<file path="src/rtl/mips_multicycle_ctrl.sv">
// Multi-cycle MIPS control sequencer: steps each instruction through fetch/decode/execute/memory/
// writeback and drives datapath selects and strobes; stalled memory accesses time out into FAULT.
module mips_multicycle_ctrl #(
    parameter int unsigned MEM_TIMEOUT = 16
) (
    input  logic       clk,
    input  logic       rst,
    input  logic [5:0] opcode,
    input  logic [5:0] funct,
    input  logic       zero,
    input  logic       mem_ack,
    output logic       mem_read,
    output logic       mem_write,
    output logic       i_or_d,
    output logic       ir_write,
    output logic       pc_write,
    output logic [1:0] pc_src,
    output logic       alu_src_a,
    output logic [1:0] alu_src_b,
    output logic [1:0] alu_op,
    output logic [1:0] reg_dest,
    output logic [1:0] mem_to_reg,
    output logic       reg_write,
    output logic       illegal,
    output logic       fault,
    output logic [3:0] state_o
);

    localparam int unsigned      CNT_W    = 8;
    localparam logic [CNT_W-1:0] CNT_LAST = CNT_W'(MEM_TIMEOUT - 1);

    localparam logic [5:0] OP_RTYPE = 6'b000000;
    localparam logic [5:0] OP_J     = 6'b000010;
    localparam logic [5:0] OP_JAL   = 6'b000011;
    localparam logic [5:0] OP_BEQ   = 6'b000100;
    localparam logic [5:0] OP_ADDI  = 6'b001000;
    localparam logic [5:0] OP_LW    = 6'b100011;
    localparam logic [5:0] OP_SW    = 6'b101011;
    localparam logic [5:0] FN_JR    = 6'b001000;

    typedef enum logic [3:0] {
        S_FETCH    = 4'd0,
        S_DECODE   = 4'd1,
        S_MEM_ADDR = 4'd2,
        S_MEM_RD   = 4'd3,
        S_LW_WB    = 4'd4,
        S_MEM_WR   = 4'd5,
        S_R_EX     = 4'd6,
        S_R_WB     = 4'd7,
        S_BEQ      = 4'd8,
        S_JUMP     = 4'd9,
        S_JAL      = 4'd10,
        S_ADDI_EX  = 4'd11,
        S_ADDI_WB  = 4'd12,
        S_JR       = 4'd13,
        S_FAULT    = 4'd15
    } state_t;

    // Moore control word; in_* flags qualify the few strobes that also depend on live inputs
    typedef struct packed {
        logic       mem_read;
        logic       mem_write;
        logic       i_or_d;
        logic       pc_write;
        logic [1:0] pc_src;
        logic       alu_src_a;
        logic [1:0] alu_src_b;
        logic [1:0] alu_op;
        logic [1:0] reg_dest;
        logic [1:0] mem_to_reg;
        logic       reg_write;
        logic       fault;
        logic       in_fetch;
        logic       in_decode;
        logic       in_beq;
    } ctrl_t;

    state_t           state;
    state_t           state_next;
    state_t           dispatch_c;
    logic             legal_c;
    logic             timeout_c;
    logic [CNT_W-1:0] wait_cnt;
    logic [CNT_W-1:0] wait_cnt_next;
    ctrl_t            ctrl_d;
    ctrl_t            ctrl_q;

    // Instruction dispatch target from the IR fields
    always_comb begin
        dispatch_c = S_FETCH;
        legal_c    = 1'b1;
        case (opcode)
            OP_LW, OP_SW: dispatch_c = S_MEM_ADDR;
            OP_RTYPE:     dispatch_c = (funct == FN_JR) ? S_JR : S_R_EX;
            OP_BEQ:       dispatch_c = S_BEQ;
            OP_ADDI:      dispatch_c = S_ADDI_EX;
            OP_J:         dispatch_c = S_JUMP;
            OP_JAL:       dispatch_c = S_JAL;
            default:      legal_c    = 1'b0;
        endcase
    end

    assign timeout_c = (wait_cnt == CNT_LAST);

    // Next-state and wait counter; counter returns to zero on every state change
    always_comb begin
        state_next    = state;
        wait_cnt_next = '0;
        case (state)
            S_FETCH: begin
                // the cycle right after reset release has no request outstanding yet
                if (ctrl_q.mem_read) begin
                    if (mem_ack)        state_next    = S_DECODE;
                    else if (timeout_c) state_next    = S_FAULT;
                    else                wait_cnt_next = wait_cnt + CNT_W'(1);
                end
            end
            S_DECODE:   state_next = dispatch_c;
            S_MEM_ADDR: state_next = (opcode == OP_SW) ? S_MEM_WR : S_MEM_RD;
            S_MEM_RD: begin
                if (mem_ack)        state_next    = S_LW_WB;
                else if (timeout_c) state_next    = S_FAULT;
                else                wait_cnt_next = wait_cnt + CNT_W'(1);
            end
            S_MEM_WR: begin
                if (mem_ack)        state_next    = S_FETCH;
                else if (timeout_c) state_next    = S_FAULT;
                else                wait_cnt_next = wait_cnt + CNT_W'(1);
            end
            S_R_EX:    state_next = S_R_WB;
            S_ADDI_EX: state_next = S_ADDI_WB;
            S_LW_WB, S_R_WB, S_ADDI_WB,
            S_BEQ, S_JUMP, S_JAL, S_JR: state_next = S_FETCH;
            S_FAULT:   state_next = S_FAULT;
            default:   state_next = S_FAULT;
        endcase
    end

    // Control word decoded from the next state so the registered outputs line up with state
    always_comb begin
        ctrl_d = '0;
        case (state_next)
            S_FETCH: begin
                ctrl_d.mem_read  = 1'b1;
                ctrl_d.alu_src_b = 2'b01;
                ctrl_d.in_fetch  = 1'b1;
            end
            S_DECODE: begin
                ctrl_d.alu_src_b = 2'b11;
                ctrl_d.in_decode = 1'b1;
            end
            S_MEM_ADDR, S_ADDI_EX: begin
                ctrl_d.alu_src_a = 1'b1;
                ctrl_d.alu_src_b = 2'b10;
            end
            S_MEM_RD: begin
                ctrl_d.mem_read = 1'b1;
                ctrl_d.i_or_d   = 1'b1;
            end
            S_LW_WB: begin
                ctrl_d.reg_write  = 1'b1;
                ctrl_d.mem_to_reg = 2'b01;
            end
            S_MEM_WR: begin
                ctrl_d.mem_write = 1'b1;
                ctrl_d.i_or_d    = 1'b1;
            end
            S_R_EX: begin
                ctrl_d.alu_src_a = 1'b1;
                ctrl_d.alu_op    = 2'b10;
            end
            S_R_WB: begin
                ctrl_d.reg_write = 1'b1;
                ctrl_d.reg_dest  = 2'b01;
            end
            S_BEQ: begin
                ctrl_d.alu_src_a = 1'b1;
                ctrl_d.alu_op    = 2'b01;
                ctrl_d.pc_src    = 2'b01;
                ctrl_d.in_beq    = 1'b1;
            end
            S_ADDI_WB: ctrl_d.reg_write = 1'b1;
            S_JUMP: begin
                ctrl_d.pc_write = 1'b1;
                ctrl_d.pc_src   = 2'b10;
            end
            S_JAL: begin
                ctrl_d.pc_write   = 1'b1;
                ctrl_d.pc_src     = 2'b10;
                ctrl_d.reg_write  = 1'b1;
                ctrl_d.reg_dest   = 2'b10;
                ctrl_d.mem_to_reg = 2'b10;
            end
            S_JR: begin
                ctrl_d.pc_write = 1'b1;
                ctrl_d.pc_src   = 2'b11;
            end
            S_FAULT: ctrl_d.fault = 1'b1;
            default: ctrl_d.fault = 1'b1;
        endcase
    end

    always_ff @(posedge clk or negedge rst) begin
        if (!rst) begin
            state    <= S_FETCH;
            wait_cnt <= '0;
            ctrl_q   <= '0;
        end else begin
            state    <= state_next;
            wait_cnt <= wait_cnt_next;
            ctrl_q   <= ctrl_d;
        end
    end

    assign mem_read   = ctrl_q.mem_read;
    assign mem_write  = ctrl_q.mem_write;
    assign i_or_d     = ctrl_q.i_or_d;
    assign pc_src     = ctrl_q.pc_src;
    assign alu_src_a  = ctrl_q.alu_src_a;
    assign alu_src_b  = ctrl_q.alu_src_b;
    assign alu_op     = ctrl_q.alu_op;
    assign reg_dest   = ctrl_q.reg_dest;
    assign mem_to_reg = ctrl_q.mem_to_reg;
    assign reg_write  = ctrl_q.reg_write;
    assign fault      = ctrl_q.fault;
    assign state_o    = state;

    // Same-cycle strobes: fetch completion and the branch decision
    assign ir_write = ctrl_q.in_fetch & mem_ack;
    assign pc_write = ctrl_q.pc_write | (ctrl_q.in_fetch & mem_ack) | (ctrl_q.in_beq & zero);
    assign illegal  = ctrl_q.in_decode & ~legal_c;

endmodule

</file>
<file path="config.mk">
export PLATFORM = sky130hd
export DESIGN_NAME = mips_multicycle_ctrl
export DESIGN_NICKNAME = d
export VERILOG_FILES = /design/src/rtl/mips_multicycle_ctrl.sv
export SDC_FILE = /design/constraint.sdc
export NUM_CORES = 1
export LEC_CHECK = 0
export BUFFER_PORTS_ARGS = -buffer_cell sky130_fd_sc_hd__buf_2
export CORE_ASPECT_RATIO = 0.8
export CORE_MARGIN = 2
export CORE_UTILIZATION = 55
export DETAILED_ROUTE_END_ITERATION = 12
export GPL_TIMING_DRIVEN = 0
export PLACE_DENSITY = 0.79
export SKIP_CTS_REPAIR_TIMING = 1
export SLEW_MARGIN = 25
export SYNTH_ARGS = -nofsm -noshare
export SYNTH_HDL_FRONTEND = slang
export SYNTH_SLANG_ARGS = --single-unit
export TNS_END_PERCENT = 20
</file>
<file path="constraint.sdc">
create_clock -name clk -period 7.5 [get_ports clk]
set_clock_uncertainty 0.15 [all_clocks]
set_input_delay 1.5 -clock clk [delete_from_list [all_inputs] [get_ports clk]]
set_output_delay 1.5 -clock clk [all_outputs]
set_load 0.005 [all_outputs]
</file>
Word-level counts from Yosys, hierarchy flattened --
Index checks and enable logic that the tools add are counted.
Storage, ports and cells: bits in registers 32, bits in latches 0, bits in writable memories 0, memory bits (read-only) 0, input port bits 16, logic and storage cells 102, memories kept 0
Cells by class: $add $sub $neg 1, multiply operators 0, divide/modulo/power cells 0, magnitude comparators 0, equality and inequality tests 34, shift-type cells 0, multiplexer cells 29, bitwise gates (word level) 6, reduce and logical (&&, ||, !) cells 15
Operators by type and width (count):
- $eq 4x4->1 const B | 12
- $eq 4x3->1 const B | 8
- $pmux 4 s8 | 1
- $mux 4 | 6
- $mux 8 | 3
- $pmux 4 s6 | 1
- $eq 4x2->1 const B | 4
- $pmux 8 s2 | 1
- $reduce_or 14->1 | 1
- $reduce_or 7->1 | 2
- $eq 6x2->1 const B | 2
- $eq 6x4->1 const B | 2
- $eq 6x6->1 const B | 2
- $pmux 2 s2 | 3
- $pmux 2 s3 | 2
- $reduce_or 2->1 | 6
- $mux 1 | 11
- $add 8x1->8 const B | 1
- $eq 4x1->1 const B | 2
- $eq 8x4->1 const B | 1
- $logic_not 4->1 | 2
- $reduce_or 4->1 | 2
- $eq 6x3->1 const B | 1
- $logic_not 6->1 | 1
- 5 further kinds | 8

Longest topological paths before layout --
Gate-level depths: netlist of run 1.
word-level depth 8, depth in mapped cells 10, gate-level depth less buffers 8

Worst setup path after synthesis of run 1 --
OpenSTA, ideal clock, no wires.
path kind in2out, start input opcode[3], end output illegal, arrival 2181 ps, slack 3669 ps, stages 6, cells stage by stage clkbuf_2 > nand2b_1 > a32oi_1 > nor2_1 > a21oi_1 > o21a_1
On the way: cells in the longest elaborated chain, start to end 5, elaborated cells between the ends (all ways) 11
RTL lines:
- start, declared | line 8 | input logic [5:0] opcode,
- $eq 6x6->1 (tied with other cells) | line 92 | case (opcode)
- $reduce_or 7->1 (no line) *
- $mux 1 * | line 92
- $not 1->1 * | line 231 | assign illegal = ctrl_q.in_decode & ~legal_c;
- $and 1x1->1 * | line 231
- end, declared | line 24 | output logic illegal,
Every way passes the cells marked *; elsewhere a longest branch is shown, timed or not.

Worst setup path after layout of run 1 --
start input opcode[5], end output illegal
Same word-level chain as after synthesis.

==> run_results.csv, run 1 <==
group,metric,value,unit
global_route,grt_overflow,0,
power_and_ir_drop,intPower,414.3,µW
worst_setup_path,r2r_slack,4.76,ns
cells_and_area,design_area,0.002041,mm²
power_and_ir_drop,switching_share,33.13,%
cells_and_area,regArea,775.7,µm²
logic_synthesis,yosys-top-cells-area,"dfrtp_1 46%, buf_4 5.3%, nor2_1 4.9%",
logic_synthesis,netlist_instances,169,
place,gp_congestion,0.8452,
worst_setup_path,endpoint_kind,"primary output",
logic_synthesis,syn_area,0.001690,mm²
route,drt-initial-drc-count,70,
floorplanning,dieArea,0.003536,mm²
power_and_ir_drop,power_density,303.6,mW/mm²
global_route,gr-usage-all-layers,24.14,%
cells_and_area,fin_nets,230,
hold_path,whs_path_depth,1,
worst_setup_path,r2r_end,"alu_src_a",
logic_synthesis,syn_area_per_cell,10.00,µm²
cells_and_area,largest_reg_flops,8,
cts,numClockSinks,31,
place,io_buffers,37,
cts,cts_buffer_depth,2,
logic_synthesis,synth_top_area_share,45.89,%
route,vias_per_cell,5.687,
power_and_ir_drop,power_frac_comb,37.8,%
worst_setup_path,worst-path-stages,7,
cts,cts_buffers,5,
power_and_ir_drop,p_leak,1.033,nW
floorplanning,die_x,65.98,µm
worst_setup_path,r2r_cells,9,
worst_setup_path,critPathSlowestCell,"a32oi_1",
power_and_ir_drop,seqPwrFrac,35.3,%
worst_setup_path,arrival,2.38,ns
logic_synthesis,ys_ff_latch,31,
power_and_ir_drop,ir_drop,0.1476,mV
cells_and_area,multi_input_area,725.7,µm²
cells_and_area,area_delta_synth_final,20.73,%
timing,hold_viol_final,0,
worst_setup_path,max_stage_delay,0.23,ns
global_route,grt_pass1_vias,1368,
route,drc,0,
hold_path,hold_path_end,"wait_cnt[0]",
timing,setup_violations,0,
worst_setup_path,crit_buf_inv,2,
global_route,antenna_found_initial,0,
job,max_cap_violations,0,
logic_synthesis,synth_enable_flop_cells,0,
timing,rsz0062_at_grt,"no",
worst_setup_path,r2r_start,"wait_cnt[0]",
power_and_ir_drop,p_sw,205.3,µW
worst_setup_path,crit_type,"in2out",
logic_synthesis,synth_cell_types,58,
floorplanning,die_h,53.59,µm
logic_synthesis,synth_fp_nets,186,
cells_and_area,final_cell_count_no_fill,252,
global_route,grt_pass1_wl,6230,µm
timing,fin_crit_sh,53.75,%
cells_and_area,n_antenna_cell,0,
cts,clk_pin_slew_worst_paths,0.06,ns
status,status,"finished clean",
timing,setup_tns,0,ns
power_and_ir_drop,total_power,619.6,µW
place,dp.cells,244,
power_and_ir_drop,clkPwrFrac,27.0,%
floorplanning,fp.coreArea,0.002850,mm²
floorplanning,ios,39,
logic_synthesis,yosys_warnings,0,
worst_setup_path,crit_path_start_kind,"primary input",
worst_setup_path,crit_chain,"buf_2, nand2b_1, a32oi_1, nor2_1, a21oi_1, o21a_1, buf_2",
hold_path,hold_path_startpoint,"wait_cnt[0]",
place,placedInstanceArea,0.001923,mm²
route,wl_per_cell,14.58,µm
place,hpwl,2602,µm
route,num_vias,1433,
route,drtAntennaViolNets,0,
floorplanning,initial_core_util,59.31,%
timing,drv_slew,0,
route,drtPass1Iterations,4,
route,wirelength,3673,µm
global_route,grt_start_max_net_pins,32,
logic_synthesis,async_reset_ff_share,100.0,%
cells_and_area,num-fill-cells,222,
cells_and_area,fin_util,71.60,%
worst_setup_path,crit_family,"compound AO/OA/AOI/OAI gates",
hold_path,min_path_type,"reg2reg",
cells_and_area,largest_register,"wait_cnt",
cts,cts_tree,"yes",
cts,clockRootBuffer,"clkbuf_8",
cts,htreeDepth,2,
worst_setup_path,crit_required,5.85,ns
worst_setup_path,cp_common_cell,"buf_2",
timing,post-route-min-period,4.031,ns
logic_synthesis,ys_seq_area_share,45.89,%
floorplanning,num_rows,17,
timing,slew_headroom,55.55,%
logic_synthesis,synthFlopType,"dfrtp_1",
timing,tightest_slew,0.6668,ns
timing,max_freq,248.1,MHz
cts,clk_latency,0.29,ns
logic_synthesis,synth_top_area_cell,"dfrtp_1",
cells_and_area,drive_gt1_share,35.98,%
worst_setup_path,cp_max_fo,4,
how the worst max path moves through the flow:
stage / from / endpoint / slack (ns)
after floorplan: opcode[3] / illegal / 3.67
after global placement: opcode[5] / illegal / 3.53
after detailed placement: opcode[5] / illegal / 3.47
after CTS: opcode[5] / illegal / 3.47
after global routing: opcode[3] / illegal / 3.37
final: opcode[5] / illegal / 3.47
cell usage in the layout, fill, tap and decap left out, drive strengths merged, types with 2 or more instances in the layout:
cell type  count
or4            2
nor3           5
o211ai         3
nor4           4
xor2           3
nor2b          2
a21oi          8
clkinv         2
nor2          22
clkbuf         9
or2            2
xnor2          4
buf           53
dfrtp         31
nand2         11
nand3          6
o21ai          4
inv            6
nor3b          2
o31a           2
nand2b         3
and3           4
kinds of logic after synthesis:
| family | count (synthesis) | synth area share (%) |
|---|---|---|
| and+or+nand+nor | 70 | 23.32 |
| AOI/OAI and AO/OA | 33 | 14.66 |
| DFF | 31 | 45.89 |
| buffers and inverters | 26 | 11.18 |
| xor gates and xnor gates | 7 | 3.627 |
| muxes | 1 | 0.5922 |
| adders and majority gates | 1 | 0.7401 |
power by group through the flow:
stage / sequential (mW) / combinational [mW] / clock, mW
floorplan: 0.217 / 0.164 / 0
global placement: 0.218 / 0.224 / 0
detailed placement: 0.220 / 0.229 / 0
CTS: 0.218 / 0.233 / 0.168
global route: 0.221 / 0.260 / 0.178
finish: 0.218 / 0.234 / 0.167
Yosys cell counts, types with 2 or more instances:
master,number
nor2_1,22
inv_1,6
and3_1,3
xor2_1,3
a21oi_1,8
nor4_1,3
xnor2_1,4
o31a_1,2
nand3_1,6
buf_4,12
nand2_1,11
or2_2,2
nor3_1,4
o21ai_0,3
o211ai_1,2
dfrtp_1,31
buf_6,4
nand2b_1,3
metal layers:
layer  wire [µm]  vias up  global-route usage, %
met5           0        -                      0
met4          54        0                  11.22
met3         254        5                  3.766
met2        1763       61                  40.91
met1        1601      689                  31.04
li1            -      678                      -
layout make-up:
cell class | instances | area share (%)
Inverter | 7 | 1.533
Sequential cell | 31 | 38.01
Multi-Input combinational cell | 112 | 35.56
Timing Repair Buffer | 37 | 9.074
Clock inverter | 2 | 1.717
Clock buffer | 6 | 4.047
Buffer | 19 | 7.725
Tap cell | 38 | 2.330
through the flow:
stage                     worst slack (ns)  hold slack (ns)
after floorplan                      3.669           0.2829
after global placement               3.528           0.2950
after detailed placement             3.470           0.3201
after CTS                            3.465           0.3295
after global routing                 3.370           0.3512
final                                3.469           0.3255
(Power assumes the default switching activity.)
==> inputs of run 2 (changes only) <==
Settings changed: CORE_UTILIZATION 55 to 53, PLACE_DENSITY 0.79 to 0.77.
Clock period 7.5 ns to 3.91 ns, I/O delays scaled along.
==> run_results.csv, run 2 (same netlist as run 1, synthesis figures left out) <==
group,metric,value,unit
worst_setup_path,r2r_cells,9,
place,dp.cells,246,
power_and_ir_drop,total_power,1.188,mW
cells_and_area,area_delta_synth_final,20.87,%
timing,tightest_slew,0.6576,ns
route,drtAntennaViolNets,0,
global_route,grt_pass1_vias,1322,
cells_and_area,drive_gt1_share,35.98,%
floorplanning,fp.coreArea,0.003063,mm²
cts,cts_buffer_depth,2,
power_and_ir_drop,intPower,794.2,µW
timing,slew_headroom,56.16,%
power_and_ir_drop,seqPwrFrac,35.1,%
global_route,grt_overflow,0,
cts,cts_buffers,5,
global_route,antenna_found_initial,0,
cts,numClockSinks,31,
place,gp_congestion,0.8343,
power_and_ir_drop,ir_drop,0.2699,mV
cts,clockRootBuffer,"clkbuf_8",
cells_and_area,layout_commonest_cell,"buf_2",
timing,fin_ws,1.183,ns
timing,rsz0062_at_grt,"no",
hold_path,whs_path_depth,1,
power_and_ir_drop,power_frac_comb,37.6,%
hold_path,hold_path_startpoint,"wait_cnt[0]",
route,drc,0,
worst_setup_path,cp_max_fo,7,
cells_and_area,largest_register,"wait_cnt",
cells_and_area,design_area,0.002043,mm²
global_route,gr-usage-all-layers,22.62,%
floorplanning,ios,39,
floorplanning,num_rows,18,
cells_and_area,largest_reg_flops,8,
route,drtPass1Iterations,6,
route,wirelength,3641,µm
route,num_vias,1435,
cells_and_area,most-common-layout-cells,"37 x buf_2, 31 x dfrtp_1, 22 x nor2_1",
timing,drv_slew,0,
hold_path,min_path_type,"reg2reg",
power_and_ir_drop,p_leak,1.033,nW
place,io_buffers,37,
cts,cts_tree,"yes",
power_and_ir_drop,p_sw,393.8,µW
worst_setup_path,r2r_end,"alu_src_a",
floorplanning,die_x,67.14,µm
place,placedInstanceArea,0.001926,mm²
timing,fin_crit_sh,69.74,%
worst_setup_path,arrival,2.79,ns
cells_and_area,fin_nets,230,
worst_setup_path,crit_path_start_kind,"flip-flop",
place,hpwl,2655,µm
worst_setup_path,crit_required,3.97,ns
route,drt-initial-drc-count,61,
route,vias_per_cell,5.650,
worst_setup_path,crit_chain,"ha_1, and3_1, clkbuf_1, a21oi_1, nor4_1, nor3_2, inv_1, or4_1, o211ai_2",
status,status,"finished clean",
place,place_ws,0.9460,ns
timing,max_freq,366.7,MHz
hold_path,hold_path_end,"wait_cnt[0]",
route,wl_per_cell,14.33,µm
worst_setup_path,r2r_start,"wait_cnt[0]",
power_and_ir_drop,switching_share,33.15,%
worst_setup_path,crit_type,"reg2reg",
global_route,grt_pass1_wl,5975,µm
worst_setup_path,endpoint_kind,"flip-flop",
job,max_cap_violations,0,
worst_setup_path,critPathSlowestCell,"or4_1",
global_route,grt_start_max_net_pins,32,
worst_setup_path,max_stage_delay,0.56,ns
cts,clk_latency,0.29,ns
cts,clk_pin_slew_worst_paths,0.07,ns
cells_and_area,n_antenna_cell,0,
timing,hold-worst-slack,0.3223,ns
power_and_ir_drop,clkPwrFrac,27.3,%
floorplanning,initial_core_util,55.19,%
timing,setup_violations,0,
timing,hold_viol_final,0,
cts,htreeDepth,2,
timing,setup_tns,0,ns
floorplanning,die_h,54.51,µm
floorplanning,dieArea,0.003660,mm²
cells_and_area,final_cell_count_no_fill,254,
worst_setup_path,r2r_slack,1.18,ns
power_and_ir_drop,power_density,581.5,mW/mm²
timing,post-route-min-period,2.727,ns
cells_and_area,fin_util,66.71,%
-- run 2: worst max path at each step --
stage | startpoint | end | slack, ns | cells after the start
after floorplan | funct[1] | alu_src_a | 1.20 | 6
after global placement | funct[1] | alu_src_a | 0.99 | 7
after detailed placement | funct[1] | alu_src_a | 0.95 | 7
after CTS | wait_cnt[0] | alu_src_a | 1.22 | 9
after global routing | wait_cnt[0] | alu_src_a | 1.04 | 9
final | wait_cnt[0] | alu_src_a | 1.18 | 9
-- run 2: power by group through the flow --
stage / Combinational [mW] / Sequential, mW / Clock, mW
finish: 0.447 / 0.417 / 0.324
global route: 0.498 / 0.424 / 0.346
global placement: 0.429 / 0.419 / 0
CTS: 0.445 / 0.417 / 0.326
floorplan: 0.315 / 0.416 / 0
detailed placement: 0.441 / 0.422 / 0
-- run 2: critical path: cells and delay by family, from the launching register on --
kind,cells,cell delay [ns]
AND/OR/NAND/NOR,4,1.30
flip-flops,1,0.40
buffers and inverters,2,0.29
AO/OA/AOI/OAI,2,0.29
adder cells (fa/ha/maj),1,0.23
-- run 2: area by class of cell --
| class | count | area [µm²] |
|---|---|---|
| plain buffers | 19 | 157.7 |
| clock buffers | 6 | 82.58 |
| clock inverters | 2 | 35.03 |
| fillers | 260 | 1020 |
| inverters | 7 | 31.28 |
| multi-input cells | 112 | 725.7 |
| flip-flops and latches | 31 | 775.7 |
| well taps | 40 | 50.05 |
| repair buffers | 37 | 185.2 |
-- run 2: routing by layer --
layer / GRT usage (%) / routed length, µm / share of wire [%] / vias up
met5: 0 / 0 / 0 / -
met2: 36.63 / 1670 / 46 / 65
met1: 29.08 / 1624 / 45 / 682
met4: 10.54 / 82 / 2.3 / 0
met3: 5.350 / 264 / 7.3 / 10
li1: - / - / - / 678
